--- config.mk ---
export PLATFORM = sky130hd
export DESIGN_NAME = core_rbm_ctrl
export DESIGN_NICKNAME = d
export VERILOG_FILES = /design/src/rtl/core_rbm_ctrl.sv
export SDC_FILE = /design/constraint.sdc
export NUM_CORES = 1
export LEC_CHECK = 0
export ABC_AREA = 1
export BUFFER_PORTS_ARGS = -buffer_cell sky130_fd_sc_hd__buf_2
export CORE_MARGIN = 3
export CORE_UTILIZATION = 44
export DETAILED_ROUTE_END_ITERATION = 10
export GPL_TIMING_DRIVEN = 0
export PLACE_DENSITY = 0.83
export SYNTH_ARGS = -nofsm -noshare
export SYNTH_HDL_FRONTEND = slang
export SYNTH_SLANG_ARGS = --single-unit
--- constraint.sdc ---
create_clock -name clk_i -period 3.3 [get_ports clk_i]
set_input_delay 0.33 -clock clk_i [delete_from_list [all_inputs] [get_ports clk_i]]
set_output_delay 0.33 -clock clk_i [all_outputs]
set_load 0.05 [all_outputs]
--- src/rtl/core_rbm_ctrl.sv ---
`default_nettype none
// ============================================================================
// Module   : core_rbm_ctrl
// Purpose  : Bus-side load/store controller placed after the memory access
//            unit. Takes one aligned access per transaction, runs it over a
//            req/gnt/rvalid bus handshake, stalls the pipeline while it is
//            outstanding and returns the raw 32-bit read word. Misaligned or
//            malformed sizes and bus timeouts complete with an error pulse.
// Revision : 1.0 - initial release
// ----------------------------------------------------------------------------
// Ports
//   clk_i, rst_i          clock, asynchronous active-high reset
//   rbm_addr_i [31:0]     byte address of the access
//   rbm_data_i [31:0]     store data, already lane-aligned
//   rbm_size_i [2:0]      one-hot {word, half, byte}
//   rbm_we_i / rbm_rd_i   store / load request (store wins if both)
//   rbm_data_o [31:0]     raw read word, held until the next load completes
//   rbm_ack_o / rbm_err_o one-cycle completion / error pulse
//   stall_o               hold the pipeline
//   bus_req_o, bus_we_o, bus_addr_o, bus_be_o, bus_wdata_o   bus request side
//   bus_gnt_i, bus_rvalid_i, bus_rdata_i, bus_err_i          bus response side
// ============================================================================
module core_rbm_ctrl #(
  parameter int unsigned TIMEOUT = 255  // 2..255, cycles from request to abort
) (
  input  logic        clk_i,
  input  logic        rst_i,
  input  logic [31:0] rbm_addr_i,
  input  logic [31:0] rbm_data_i,
  input  logic [2:0]  rbm_size_i,
  input  logic        rbm_we_i,
  input  logic        rbm_rd_i,
  output logic [31:0] rbm_data_o,
  output logic        rbm_ack_o,
  output logic        rbm_err_o,
  output logic        stall_o,
  output logic        bus_req_o,
  output logic        bus_we_o,
  output logic [31:0] bus_addr_o,
  output logic [3:0]  bus_be_o,
  output logic [31:0] bus_wdata_o,
  input  logic        bus_gnt_i,
  input  logic        bus_rvalid_i,
  input  logic [31:0] bus_rdata_i,
  input  logic        bus_err_i
);

  typedef enum logic [1:0] {
    IDLE = 2'd0,
    REQ  = 2'd1,
    WAIT = 2'd2,
    DONE = 2'd3
  } state_t;

  // Abort fires on the cycle whose counter value is TIMEOUT-1, so the
  // counter has reached TIMEOUT when the DONE state is entered.
  localparam logic [7:0] TO_LAST = 8'(TIMEOUT - 1);

  state_t      state_q, state_d;
  logic [31:0] addr_q,  addr_d;
  logic [31:0] wdata_q, wdata_d;
  logic [31:0] rdata_q, rdata_d;
  logic [3:0]  be_q,    be_d;
  logic        we_q,    we_d;
  logic        err_q,   err_d;
  logic [7:0]  cnt_q,   cnt_d;

  logic        req_w;
  logic        legal_w;
  logic [3:0]  be_w;
  logic        timeout_w;

  assign req_w     = rbm_we_i | rbm_rd_i;
  assign timeout_w = (cnt_q >= TO_LAST);

  // Legality and byte enables decoded straight from the incoming request.
  always_comb begin
    legal_w = 1'b0;
    be_w    = 4'b1111;
    case (rbm_size_i)
      3'b001: begin
        legal_w = 1'b1;
        be_w    = 4'b0001 << rbm_addr_i[1:0];
      end
      3'b010: begin
        legal_w = ~rbm_addr_i[0];
        be_w    = rbm_addr_i[1] ? 4'b1100 : 4'b0011;
      end
      3'b100: begin
        legal_w = (rbm_addr_i[1:0] == 2'b00);
        be_w    = 4'b1111;
      end
      default: begin
        legal_w = 1'b0;
        be_w    = 4'b1111;
      end
    endcase
  end

  always_comb begin
    state_d = state_q;
    addr_d  = addr_q;
    wdata_d = wdata_q;
    rdata_d = rdata_q;
    be_d    = be_q;
    we_d    = we_q;
    err_d   = err_q;
    cnt_d   = cnt_q;
    case (state_q)
      IDLE: begin
        if (req_w) begin
          addr_d  = {rbm_addr_i[31:2], 2'b00};
          wdata_d = rbm_data_i;
          be_d    = be_w;
          we_d    = rbm_we_i;
          cnt_d   = 8'd0;
          if (legal_w) begin
            err_d   = 1'b0;
            state_d = REQ;
          end else begin
            // Illegal access never reaches the bus; a failed load reads 0.
            err_d   = 1'b1;
            state_d = DONE;
            if (!rbm_we_i) rdata_d = 32'd0;
          end
        end
      end
      REQ: begin
        cnt_d = cnt_q + 8'd1;
        if (bus_gnt_i) begin
          state_d = WAIT;
        end else if (timeout_w) begin
          err_d   = 1'b1;
          state_d = DONE;
          if (!we_q) rdata_d = 32'd0;
        end
      end
      WAIT: begin
        cnt_d = cnt_q + 8'd1;
        if (bus_rvalid_i) begin
          err_d   = bus_err_i;
          state_d = DONE;
          if (!we_q) rdata_d = bus_err_i ? 32'd0 : bus_rdata_i;
        end else if (timeout_w) begin
          err_d   = 1'b1;
          state_d = DONE;
          if (!we_q) rdata_d = 32'd0;
        end
      end
      DONE: begin
        state_d = IDLE;
      end
      default: begin
        state_d = IDLE;
      end
    endcase
  end

  always_ff @(posedge clk_i or posedge rst_i) begin
    if (rst_i) begin
      state_q <= IDLE;
      addr_q  <= 32'd0;
      wdata_q <= 32'd0;
      rdata_q <= 32'd0;
      be_q    <= 4'd0;
      we_q    <= 1'b0;
      err_q   <= 1'b0;
      cnt_q   <= 8'd0;
    end else begin
      state_q <= state_d;
      addr_q  <= addr_d;
      wdata_q <= wdata_d;
      rdata_q <= rdata_d;
      be_q    <= be_d;
      we_q    <= we_d;
      err_q   <= err_d;
      cnt_q   <= cnt_d;
    end
  end

  // All outputs decode from registers (reset clears them asynchronously),
  // except stall, which must also cover the accept cycle in IDLE.
  assign bus_req_o   = (state_q == REQ);
  assign bus_we_o    = we_q;
  assign bus_addr_o  = addr_q;
  assign bus_be_o    = be_q;
  assign bus_wdata_o = wdata_q;
  assign rbm_data_o  = rdata_q;
  assign rbm_ack_o   = (state_q == DONE);
  assign rbm_err_o   = (state_q == DONE) & err_q;
  assign stall_o     = ((state_q == IDLE) & req_w) | (state_q == REQ) | (state_q == WAIT);

endmodule
`default_nettype wire

==> run_results.csv <==
group,metric,value,unit
worst_setup_path,rrSetupSlack,1380,ps
sta,max_freq,395.9,MHz
finish,final_cell_mix,"318 x nand2_1, 228 x buf_2, 110 x dfrtp_1",
yosys,ys_ff_latch,110,
clock_network,tritoncts,"done",
worst_setup_path,r2r_cells,6,
worst_setup_path,reg2reg_to,"rbm_data_o[12]",
global_routing,grt_pass1_wl,22940,µm
yosys,yosysTopAreaCell,"dfrtp_1",
detailed_routing,routed_wirelength,14570,µm
global_routing,antenna_found_initial,0,
clock_network,cts.clk_slew.worst_paths,80,ps
yosys,ys.warnings.count,0,
sta,finalSetupViolations,0,
place,port_buffers,208,
worst_setup_path,path_cells,"inv_1, ha_1, nand2_1, buf_2, buf_2, nand2_1, buf_2",
job,maxCapViolCount,0,
clock_network,cts_hold_buf,0,
yosys,yosysTopAreaCellShare,0.5196,
place,dp_worst_setup_slack,1130,ps
finish,layout_commonest_cell,"nand2_1",
power_and_ir_drop,powerDensity,1117,mW/mm²
clock_network,cts_sinks,110,
worst_setup_path,crit-reg2reg-launch,"state_q[1]",
detailed_routing,first_pass_iters,5,
worst_setup_path,required,2970,ps
detailed_routing,postRouteAntennaNets,0,
sta,period_share,0.7654,
finish,drive_above_1_share,0.3111,
yosys,yosysSeqAreaShare,0.5196,
power_and_ir_drop,irDropWorstVdd,0.7713,mV
sta,slew_violations,0,
global_routing,grtUsageMet1,0.2762,
place,dpl.hpwl,10840,µm
worst_setup_path,worstSetupPathType,"reg2out",
clock_network,htreeDepth,3,
worst_setup_path,cp.depth,7,
place,gp_congestion,0.8565,
worst_setup_path,worstSetupStartpointType,"flop",
detailed_routing,wire_per_inst,13.97,µm
detailed_routing,routed_via_density,4.968,
clock_network,clkLatencyLatePin,350,ps
sta,setup_slack,774.3,ps
yosys,syn_area,0.005298,mm²
floorplan,ios,211,
worst_setup_path,critical_path.top_delay_family,"buffers and inverters",
sta,tightest_slew,571.1,ps
sta,setup-tns-final,0,ps
sta,final_hold_viol_count,0,
clock_network,numCtsBuffers,9,
global_routing,grt_max_degree,69,
yosys,synth_area_leaders,"dfrtp_1 52%, nand2_1 23%, nand3_1 8.8%, nand3_2 2.3%, inv_1 1.9%",
outcome,outcome,"finished, final reports clean",
floorplan,dieHeight,115.7,µm
worst_setup_path,crit_arrival,2200,ps
min_path,hold_class,"in2async",
floorplan,num_rows,39,
detailed_routing,drc,0,
sta,rsz0062_at_grt,"false",
finish,syn2layout_area_growth,29.62,%
worst_setup_path,critPathCaptureType,"output pin",
clock_network,post_cts_buffers,0,
worst_setup_path,crit_slowest_cell,"dfrtp_1",
global_routing,grt_pass1_vias,4823,
floorplan,die_area,0.01339,mm²
worst_setup_path,crit_path_frequent_cell,"buf_2",
yosys,syn_inst,674,
clock_network,post_cts_resized,0,
global_routing,global_route.usage.met2,0.3546,
worst_setup_path,cp_num_buf_inv,4,
finish,fin_cells,1043,
global_routing,overflow,0,
worst_setup_path,startpoint,"state_q[0]",
yosys,synth_area_per_cell,7.860,µm²
global_routing,use_met3,0.05901,
sta,fin_skew,5.300,ps
yosys,synth_cell_type_count,28,
worst_setup_path,slowest_delay,400,ps
floorplan,die_w,115.7,µm
detailed_routing,vias,5182,
place,dp_cells,1027,
worst_setup_path,cp-endpoint,"stall_o",
sta,min_period,2526,ps
floorplan,initial_core_util,0.4562,
detailed_routing,drt_iter0_drc,520,
global_routing,grt_most_used_layer,"met2",
sta,slew_headroom,0.6193,
floorplan,coreArea,0.01161,mm²
worst_setup_path,critPathMaxFanout,10,
global_routing,grtUsageTotal,0.2151,
finish,fill_cells,1056,
finish,fin_nets,1008,
power_and_ir_drop,power_leakage,4.085,nW
clock_network,cts_max_path_buffers,2,
clock_network,cts_root_buf,"clkbuf_16",
finish,antenna_cells,0,
-- cell families (layout without fill, tap and decap cells) --
logic type	count (synthesis)	count (layout)	synth area share
simple gates	462	462	0.3718
fa+ha+maj	7	7	0.01653
flops	110	110	0.5196
compound gates	24	24	0.02716
other cells	1	2	0.0007079
buf+inv	70	295	0.06424
-- stage by stage --
stage	util	instance area [µm²]	hold WS [ps]	power [mW]
4_1_cts	0.5913	6867	54.18	7.712
2_1_floorplan	-	5301	439.6	5.450
5_1_grt	0.5913	6867	79.59	8.146
3_5_place_dp	0.5641	6551	441.5	6.537
6_report	0.5913	6867	45.68	7.668
3_3_place_gp	0.5615	6521	457.3	6.468
-- area by class of cell --
cell class / count / area [µm²] / area share
well taps: 143 / 178.9 / 0.02606
inverters: 31 / 118.9 / 0.01731
plain buffers: 39 / 224.0 / 0.03262
clock buffers: 10 / 239.0 / 0.03480
multi-input cells: 495 / 2208 / 0.3216
clock inverters: 6 / 76.32 / 0.01112
repair buffers: 209 / 1069 / 0.1556
flip-flops and latches: 110 / 2753 / 0.4009
-- routing by layer --
layer / up-vias / wire [µm]
li1: 2561 / -
met1: 2396 / 6145
met2: 213 / 6963
met3: 12 / 1279
met4: 0 / 182
met5: - / 0
-- power breakdown --
group | leakage [nW] | internal, mW | total, mW | switching (mW)
Clock | 0.149 | 0.624 | 1.15 | 0.531
Sequential | 1.41 | 1.85 | 2.16 | 0.310
Combinational | 2.53 | 1.03 | 4.35 | 3.32
-- cells in the mapped netlist --
cell type	count
a21oi_1	9
a21oi_4	1
a22oi_1	1
buf_2	20
buf_4	6
buf_6	4
clkbuf_1	9
conb_1	1
dfrtp_1	110
ha_1	7
inv_1	27
inv_2	4
nand2_1	318
nand2_2	3
nand3_1	93
nand3_2	12
nand3b_1	1
nand4_1	4
nor2_1	26
nor2_2	1
nor2_4	2
nor3_1	1
nor3b_1	1
o21ai_0	9
o21ai_1	1
o21ai_2	1
o21bai_1	1
o221ai_1	1
-- how the worst min path moves through the flow --
stage | start | to | slack [ps] | cells after the start
finish | rst_i | rbm_data_o[12] | 50 | 2
global route | rst_i | rbm_data_o[15] | 80 | 2
CTS | rst_i | rbm_data_o[12] | 50 | 2
detailed placement | rst_i | rbm_data_o[12] | 440 | 2
global placement | bus_wdata_o[16] | bus_wdata_o[16] | 460 | 2
floorplan | rbm_addr_i[10] | bus_addr_o[10] | 440 | 2
-- worst register-to-register path, stage by stage (launching register included) --
cell,delay [ps]
dfrtp_1,390
inv_1,110
ha_1,300
clkbuf_1,400
clkbuf_1,420
nand3_1,150
nand2_1,90
-- state kept, by name, indices dropped and copies added, names as in the netlist --
register     flops
bus_addr_o      30
bus_wdata_o     32
cnt_q            8
bus_we_o         1
state_q          2
bus_be_o         4
err_q            1
rbm_data_o      32
(Power assumes the default switching activity.)
